===== src/rtl/pc_branch_unit_pkg.sv =====
// Shared control-decode definitions: condition codes, flag bit positions
// and the PC sequencer state encoding.
package wisc_pkg;

   // Condition codes carried in branch[2:0]
   localparam logic [2:0] NEQ    = 3'b000;
   localparam logic [2:0] EQ     = 3'b001;
   localparam logic [2:0] GT     = 3'b010;
   localparam logic [2:0] LT     = 3'b011;
   localparam logic [2:0] GTE    = 3'b100;
   localparam logic [2:0] LTE    = 3'b101;
   localparam logic [2:0] OVFL   = 3'b110;
   localparam logic [2:0] UNCOND = 3'b111;

   // Bit positions inside the {Z,V,N} flag vector
   localparam int Z_BIT = 2;
   localparam int V_BIT = 1;
   localparam int N_BIT = 0;

   typedef enum logic [1:0] {
      RUN      = 2'd0,
      RET_WAIT = 2'd1,
      HALT     = 2'd2
   } pc_state_e;

endpackage


===== src/rtl/pc_branch_unit_cond_eval.sv =====
// Condition-code evaluator: decides whether a branch with code ccc is taken
// given the effective {Z,V,N} flags. Purely combinational so hazard logic
// can share it.
module cond_eval
   import wisc_pkg::*;
(
   input  logic [2:0] ccc,
   input  logic [2:0] ef,
   output logic       take
);

   logic z, v, n;

   assign z = ef[Z_BIT];
   assign v = ef[V_BIT];
   assign n = ef[N_BIT];

   // Map each condition code onto the flag equation it tests
   always_comb begin
      take = 1'b0;
      case (ccc)
         NEQ:     take = !z;
         EQ:      take = z;
         GT:      take = !z && !n;
         LT:      take = n;
         GTE:     take = z || (!z && !n);
         LTE:     take = n || z;
         OVFL:    take = v;
         UNCOND:  take = 1'b1;
         default: take = 1'b0;
      endcase
   end

endmodule


===== src/rtl/pc_branch_unit.sv =====
// Program counter, flag register and B/CALL/RET/HLT redirect resolution.
// Optional return-address stack enabled by defining PC_BRANCH_RAS_EN; without
// it every RET waits for the return address from stack memory.
module pc_branch_unit
   import wisc_pkg::*;
#(
   parameter int PC_W      = 16,
   parameter int RAS_DEPTH = 4
) (
   input  logic            clk,
   input  logic            rst,
   input  logic            stall,
   input  logic [3:0]      branch,
   input  logic            call,
   input  logic            ret,
   input  logic            hlt,
   input  logic [11:0]     imm,
   input  logic [2:0]      alu_flags,
   input  logic            flag_we,
   input  logic [PC_W-1:0] ret_addr,
   input  logic            ret_vld,
   output logic [PC_W-1:0] pc,
   output logic [PC_W-1:0] pc_link,
   output logic [2:0]      flags,
   output logic            redirect,
   output logic            busy,
   output logic            halted
);

   pc_state_e       state;
   logic [2:0]      ef;
   logic            take;
   logic [PC_W-1:0] br_tgt;
   logic [PC_W-1:0] call_tgt;

`ifdef PC_BRANCH_RAS_EN
   localparam int CNT_W = $clog2(RAS_DEPTH + 1);
   // Entry 0 is the top of stack; deeper entries are older
   logic [PC_W-1:0] ras [RAS_DEPTH];
   logic [CNT_W-1:0] ras_cnt;
`endif

   // Forward this cycle's ALU flags so a compare and its branch can issue together
   assign ef      = flag_we ? alu_flags : flags;
   assign pc_link = pc + PC_W'(1);
   assign br_tgt   = pc_link + {{(PC_W-9){imm[8]}}, imm[8:0]};
   assign call_tgt = pc_link + {{(PC_W-12){imm[11]}}, imm[11:0]};

   cond_eval u_cond_eval (
      .ccc  (branch[2:0]),
      .ef   (ef),
      .take (take)
   );

   // Sequencer: PC update, flag writes, redirect pulse and RUN/RET_WAIT/HALT
   always_ff @(posedge clk) begin
      if (rst) begin
         state    <= RUN;
         pc       <= '0;
         flags    <= '0;
         redirect <= 1'b0;
         busy     <= 1'b0;
         halted   <= 1'b0;
`ifdef PC_BRANCH_RAS_EN
         ras_cnt  <= '0;
         for (int i = 0; i < RAS_DEPTH; i++) ras[i] <= '0;
`endif
      end else begin
         redirect <= 1'b0;
         case (state)
            RUN: begin
               if (flag_we) flags <= alu_flags;
               if (!stall) begin
                  if (call) begin
                     pc       <= call_tgt;
                     redirect <= 1'b1;
`ifdef PC_BRANCH_RAS_EN
                     // Push link; a full stack silently drops its oldest entry
                     for (int i = RAS_DEPTH - 1; i > 0; i--) ras[i] <= ras[i-1];
                     ras[0] <= pc_link;
                     if (ras_cnt != CNT_W'(RAS_DEPTH)) ras_cnt <= ras_cnt + CNT_W'(1);
`endif
                  end else if (branch[3]) begin
                     if (take) begin
                        pc       <= br_tgt;
                        redirect <= 1'b1;
                     end else begin
                        pc <= pc_link;
                     end
                  end else if (ret) begin
`ifdef PC_BRANCH_RAS_EN
                     if (ras_cnt != '0) begin
                        pc       <= ras[0];
                        redirect <= 1'b1;
                        for (int i = 0; i < RAS_DEPTH - 1; i++) ras[i] <= ras[i+1];
                        ras_cnt  <= ras_cnt - CNT_W'(1);
                     end else begin
                        state <= RET_WAIT;
                        busy  <= 1'b1;
                     end
`else
                     state <= RET_WAIT;
                     busy  <= 1'b1;
`endif
                  end else if (hlt) begin
                     state  <= HALT;
                     halted <= 1'b1;
                  end else begin
                     pc <= pc_link;
                  end
               end
            end
            RET_WAIT: begin
               if (flag_we) flags <= alu_flags;
               // Return address is accepted regardless of stall
               if (ret_vld) begin
                  pc       <= ret_addr;
                  redirect <= 1'b1;
                  busy     <= 1'b0;
                  state    <= RUN;
               end
            end
            HALT: begin
               halted <= 1'b1;
            end
            default: begin
               state <= RUN;
            end
         endcase
      end
   end

endmodule


===== config.mk =====
export PLATFORM = sky130hd
export DESIGN_NAME = pc_branch_unit
export DESIGN_NICKNAME = d
export VERILOG_FILES = /design/src/rtl/pc_branch_unit_pkg.sv /design/src/rtl/pc_branch_unit_cond_eval.sv /design/src/rtl/pc_branch_unit.sv
export SDC_FILE = /design/constraint.sdc
export NUM_CORES = 1
export LEC_CHECK = 0
export CAP_MARGIN = 20
export CELL_PAD_IN_SITES_DETAIL_PLACEMENT = 1
export CELL_PAD_IN_SITES_GLOBAL_PLACEMENT = 1
export CORE_MARGIN = 2
export CORE_UTILIZATION = 40
export DETAILED_ROUTE_END_ITERATION = 8
export DONT_BUFFER_PORTS = 1
export GPL_TIMING_DRIVEN = 0
export PLACE_DENSITY = 0.82
export REMOVE_ABC_BUFFERS = 1
export SLEW_MARGIN = 30
export SYNTH_ARGS = -nofsm -noshare
export SYNTH_HDL_FRONTEND = slang
export SYNTH_SLANG_ARGS = --single-unit

===== constraint.sdc =====
create_clock -name clk -period 3.45 [get_ports clk]
set_input_delay 0.69 -clock clk [delete_from_list [all_inputs] [get_ports clk]]
set_output_delay 0.69 -clock clk [all_outputs]
set_load 0.01 [all_outputs]

**After elaboration in Yosys (flattened, before gate mapping)**

Index checks and enable logic that the tools add are counted.

- Register bits: 24
- Input bits: 43
- Output and inout bits: 38
- Word-level logic and storage cells: 78

- $add $sub $neg: 3
- Equal/unequal tests: 19
- Mux-type cells: 35
- Bitwise gates (word level): 1
- Reduce and logical (&&, ||, !) cells: 14

Operator list:

| operator | number |
|---|---|
| $mux 16 | 7 |
| $add 16x16->16 | 2 |
| $pmux 16 s2 | 1 |
| $reduce_and 6->1 | 3 |
| $add 16x1->16 const B | 1 |
| $mux 1 | 15 |
| $ne 2x2->1 const B | 7 |
| $eq 3x3->1 const B | 4 |
| $mux 2 | 6 |
| $ne 4x4->1 const B | 2 |
| $pmux 1 s8 | 1 |
| $eq 3x2->1 const B | 2 |
| $pmux 1 s2 | 3 |
| $pmux 2 s3 | 1 |
| $reduce_and 5->1 | 1 |
| $reduce_bool 2->1 | 2 |
| $eq 3x1->1 const B | 1 |
| $logic_not 3->1 | 1 |
| $mux 3 | 1 |
| $ne 3x3->1 const B | 1 |
| $eq 2x1->1 const B | 1 |
| $eq 2x2->1 const B | 1 |
| $logic_not 1->1 | 2 |
| $logic_not 2->1 | 1 |
| 4 further kinds | 5 |

**Depth between registers and ports, before layout**

Gate-level depths: netlist of the first run.

- Word-level depth: 10
- Mapped depth: 15
- Depth with buffers taken out: 15

**Modules after synthesis**

Synthesis of the first run repeated with hierarchy kept, for this count alone.

- Cell total of the unflattened synthesis: 357
- Area, all modules: 2701.3 um2

Modules (own cells, without submodules):

| module | instances | cells an instance | area an instance (um2) | seq. area each (um2) |
|---|---|---|---|---|
| pc_branch_unit | 1 | 346 | 2625.0 | 480.5 |
| cond_eval | 1 | 11 | 76.3 | 0.0 |

**Worst setup path before layout of the first run**

Ideal clock, no wire load.

- Path type: flip-flop to flip-flop
- Start: register pc[0]
- End: register pc[15]
- Setup time: 0.123 ns
- Arrival time: 3.233 ns
- Required time: 3.327 ns
- Path slack: 0.095 ns
- Cell stages (with the launch flop): 16
- Period minus slack after synthesis: 3.355 ns
- Cells stage by stage: dfxtp_1 ha_1 nand3_1 nor2_1 nand2_1 nor3_1 xor2_1 ha_1 inv_1 nor2_1 o22ai_1 o211a_1 nor2_1 or4_2 a21oi_1 a31oi_1

- Longest elaborated chain between the ends: 7
- Elaborated cells on any way between the ends: 10
- Those cells by class: 3 x add/sub; 7 x mux

RTL lines:

| item | RTL line | text |
|---|---|---|
| from (decl) | pc_branch_unit.sv:22 | `output logic [PC_W-1:0] pc,` |
| from (signal assigned) | pc_branch_unit.sv:75 | `pc <= call_tgt;` |
| from (signal assigned) | pc_branch_unit.sv:85 | `pc <= br_tgt;` |
| from (signal assigned) | pc_branch_unit.sv:88 | `pc <= pc_link;` |
| $add 16x1->16 (*) | pc_branch_unit.sv:45 | `assign pc_link = pc + PC_W'(1);` |
| net pc_link[12] | pc_branch_unit.sv:23 | `output logic [PC_W-1:0] pc_link,` |
| $add 16x16->16 | pc_branch_unit.sv:46 | `assign br_tgt = pc_link + {{(PC_W-9){imm[8]}}, imm[8:0]};` |
| $mux 16 | pc_branch_unit.sv:84 | `if (take) begin` |
| $mux 16 | pc_branch_unit.sv:83 | `end else if (branch[3]) begin` |
| $mux 16 (*) | pc_branch_unit.sv:74 | `if (call) begin` |
| $mux 16 (*) | pc_branch_unit.sv:73 | `if (!stall) begin` |
| $pmux 16 s2 (*) | pc_branch_unit.sv:70 | `case (state)` |

Mark *: on every way through the listed nets, which the timed path passes. The rest lies on a longest branch. The select of a mux whose other input is x is not followed.
A chain may end at the register's enable or synchronous reset.

**Worst setup path in the final report of the first run**

Ends and elaborated chain as after synthesis.

==> results.md, run 1 <==
Logic synthesis:
- The share of synthesized area occupied by flip-flops and latches is 17.1%.
- The instance count of the mapped netlist is 375.
- The number of synthesized flops with an enable pin is 0.
- Counting flops and latches in the post-synthesis netlist gives 24.
- The main flop type after synthesis is dfxtp_1.
- For this run, asynchronously set or reset flops after synthesis account for 0%.
- The Yosys warning count is 0.
- The netlist area before placement is 0.00282 mm².
- The average cell area after synthesis is 7.51 µm².
- Counting distinct cell types in the post-synthesis netlist gives 68.

STA:
- The actual transition at the worst max-transition pin is 0.825 ns.
- The max-slew violation count is 0.
- The shortest period the worst path allows is 3.38 ns.
- After layout, the worst path uses 98.0% of the clock period.
- Setup violations remaining at the end of the flow were counted as 0.
- The final-report hold violation count was 0.
- Setup repair after global routing could not meet its margin everywhere.
- In the post-route analysis, the smallest setup slack over all paths is 0.0681 ns.
- Hold is met by 0.477 ns.
- The max-slew headroom at the worst pin is 45.0%.
- Based on the critical path, the design can be clocked at up to 0.296 GHz.
- For the final database, setup skew stands at 0.00403 ns.

Floorplanning:
- The height of the die is 87.9 µm.
- From left edge to right edge, the die measures 87.9 µm.
- After floorplanning, the core was sized to cover 0.00679 mm².
- The initialized floorplan defines 30 standard-cell rows.
- The number of top-level pins is 81.
- The starting utilization of the core area is 41.5%.
- The die outline area is 0.00773 mm².

Worst setup path:
- In this run the worst path has a maximum fanout of 7.
- The worst setup path is launched from a register.
- For the worst setup path, the data required time is 3.58 ns.
- Data arrives at the worst endpoint at 3.52 ns.
- The critical path endpoint category is a register.
- The setup check on the worst reg-to-reg path leaves a slack of 0.07 ns.
- The worst setup path is of the register to register kind.

Cells and area:
- The number of antenna diodes in the final layout is 0.
- The fraction of final layout cells with drive strength greater than 1 is 18.5%.
- The most frequent standard cell in the layout excluding fill and tap cells is a21oi_1.
- The number of standard cells in the layout, taps in and fillers out is 464.
- In the layout the commonest cells are a21oi_1, nor2_1, nand2_1.
- Summing all flip-flop and latch instances after layout gives 500 µm².
- The multi-input combinational cell area is 0.00249 mm².
- The filler cells instantiated in the layout total 825.
- For this run, the post-layout net count is 438.
- From synthesis to final layout, the design area changed by 15.2%.

Clocking:
- TritonCTS built the clock tree.
- Hold repair after CTS inserted 0 buffers.
- The clock network latency to the later pin of the worst-skew pair is 0.27 ns.
- The CTS clock-pin slew for the worst setup and hold paths is 0.09 ns.
- The tree is rooted in a clkbuf_8.
- The buffer levels on the longest clock path is 2.
- The number of sinks handled by clock tree synthesis is 24.
- The deepest level of the CTS H-tree is 1.
- The number of buffers created by CTS is 3.

Route:
- The violation count after the first detailed-route iteration is 88.
- For this run, the detailed router's first-pass iteration total came to 4.
- Dividing the detail-routed via count by the number of cells gives 6.06.
- The number of nets with antenna violations after detailed routing is 0.
- For this run, design rule violations remaining after detail routing come to 0.
- The average wire per standard cell is 20.1 µm.
- The detailed router placed 2810 vias in this run.
- The total detailed-routing wirelength is 9310 µm.

GRT:
- Entering global routing, the biggest net connects 28 pins.
- The residual overflow from global routing is 0.
- Global routing used 24.2% of the available tracks.
- The via count of the first global-routing pass is 2903.
- The first global-routing pass estimated 14700 µm of wire.
- The number of antenna violations at the first check in global routing was 0.

Run status:
- The run finished with clean final reports.

Job:
- The count of max-cap constraint violations is 0.

Power:
- Summed over all cells, the static leakage comes to 1.28 nW.
- The power per unit of standard cell area is 381 mW/mm².
- IR analysis of the VDD net gives a maximum drop of 345 µV.

Placement:
- The worst setup slack before clock tree synthesis is -0.706 ns.
- The number of port buffers is 0.
- The HPWL after detailed placement is 7160 µm.
- The cell total after placement is 457.
- Routability-driven placement finished with a final weighted congestion of 0.862.

Hold path:
- The tightest min-delay check is of the input port to register type.
## flip-flops by register name, summed over array words and instances (netlist names)
signal,cells
pc,16
flags,3
state,2
busy,1
redirect,1
halted,1
## per-layer routing
metal / up-vias / track usage, % / part of all wire [%]
met1: 1360 / 30.5 / 44
met5: - / 0 / 0
met4: 0 / 7.83 / 2.1
met2: 68 / 42.6 / 51
li1: 1364 / - / -
met3: 18 / 2.92 / 3.7
## cell type report
class                   count  share of cell area [%]
multi-input cells         326                    76.7
flip-flops and latches     24                    15.4
well taps                  96                    3.70
clock buffers               3                    1.27
inverters                  11                    1.27
clock inverters             1                   0.925
repair buffers              3                   0.694
## repair_timing
| item | in CTS | in global routing |
|---|---|---|
| pin swaps | 5 | 3 |
| setup buffers | 2 | 1 |
| gates resized for setup | 29 | 22 |
| setup endpoints to repair | 7 | 5 |
## cell families (layout without fill, tap and decap cells)
| kind of cell | after synthesis | count (layout) | synth area share (%) |
|---|---|---|---|
| AND/OR/NAND/NOR | 136 | 136 | 24.0 |
| AO/OA/AOI/OAI | 117 | 117 | 26.4 |
| XOR/XNOR | 30 | 30 | 10.0 |
| adder cells (fa/ha/maj) | 26 | 26 | 11.8 |
| buffers and inverters | 25 | 18 | 3.78 |
| flip-flops | 24 | 24 | 17.1 |
| multiplexers | 17 | 17 | 6.97 |
## final timing paths
kind                            start     end  cells past startpoint
worst max-delay path            pc[0]  pc[15]                     15
worst min-delay path              rst   pc[8]                      1
worst max register to register  pc[0]  pc[15]                     15
worst min register to register  pc[0]   pc[0]                      2
## synth_stat cells (all sizes together) (2+ instances only)
cell | instances | area, µm²
nor2 | 45 | 184
a21oi | 43 | 219
nand2 | 37 | 141
o21ai | 26 | 134
ha | 25 | 313
dfxtp | 24 | 480
xnor2 | 18 | 176
xor2 | 12 | 105
inv | 11 | 41.3
mux2i | 11 | 110
nand3 | 11 | 72.6
nor3 | 11 | 55.1
clkbuf | 9 | 33.8
a211oi | 8 | 65.1
a31oi | 6 | 37.5
a21o | 5 | 37.5
buf | 5 | 31.3
mux2 | 5 | 63.8
nand2b | 5 | 31.3
nand4 | 5 | 31.3
or3 | 5 | 31.3
o211ai | 4 | 30.0
and3 | 3 | 18.8
nor2b | 3 | 18.8
nor3b | 3 | 27.5
a211o | 2 | 17.5
a21boi | 2 | 15.0
a221o | 2 | 20.0
a31o | 2 | 17.5
and2 | 2 | 12.5
o21a | 2 | 15.0
o21bai | 2 | 15.0
o311ai | 2 | 25.0
or2 | 2 | 12.5
or4 | 2 | 20.0
## metrics by stage
step | area, µm² | total power [W] | setup TNS [ns] | utilization, %
after global routing | 3250 | 0.00132 | -0.0921 | 47.8
final | 3250 | 0.00124 | 0 | 47.8
after CTS | 3150 | 0.00122 | 0 | 46.4
after floorplan | 2750 | 0.000797 | 0 | -
after detailed placement | 2880 | 0.000928 | -3.44 | 42.3
after global placement | 2870 | 0.000900 | -2.57 | 42.3
## report_power, final
group          internal [W]  leakage (nW)  total, W  switching (W)
Sequential         0.000310         0.202  0.000389      0.0000793
Combinational      0.000263          1.04  0.000601       0.000337
Clock              0.000155        0.0357  0.000248      0.0000928
## critical path: stages, from the launching register on
cell     delay [ns]
dfxtp_4        0.42
ha_4           0.17
nand3_4        0.10
nor2_4         0.19
nand2_2        0.12
nor3_4         0.32
xor2_4         0.34
ha_4           0.26
inv_1          0.07
nor2_1         0.07
o22ai_2        0.16
o211a_1        0.17
nor2_1         0.07
or4_2          0.56
a21oi_2        0.14
a31oi_1        0.08
No activity file was read; power rests on OpenSTA's default activity.
==> inputs of run 2 (changes only) <==
Settings changed: RECOVER_POWER set to 50.
==> results of run 2 <==
No change in the layout: final DEF, timing and power equal those of run 1.
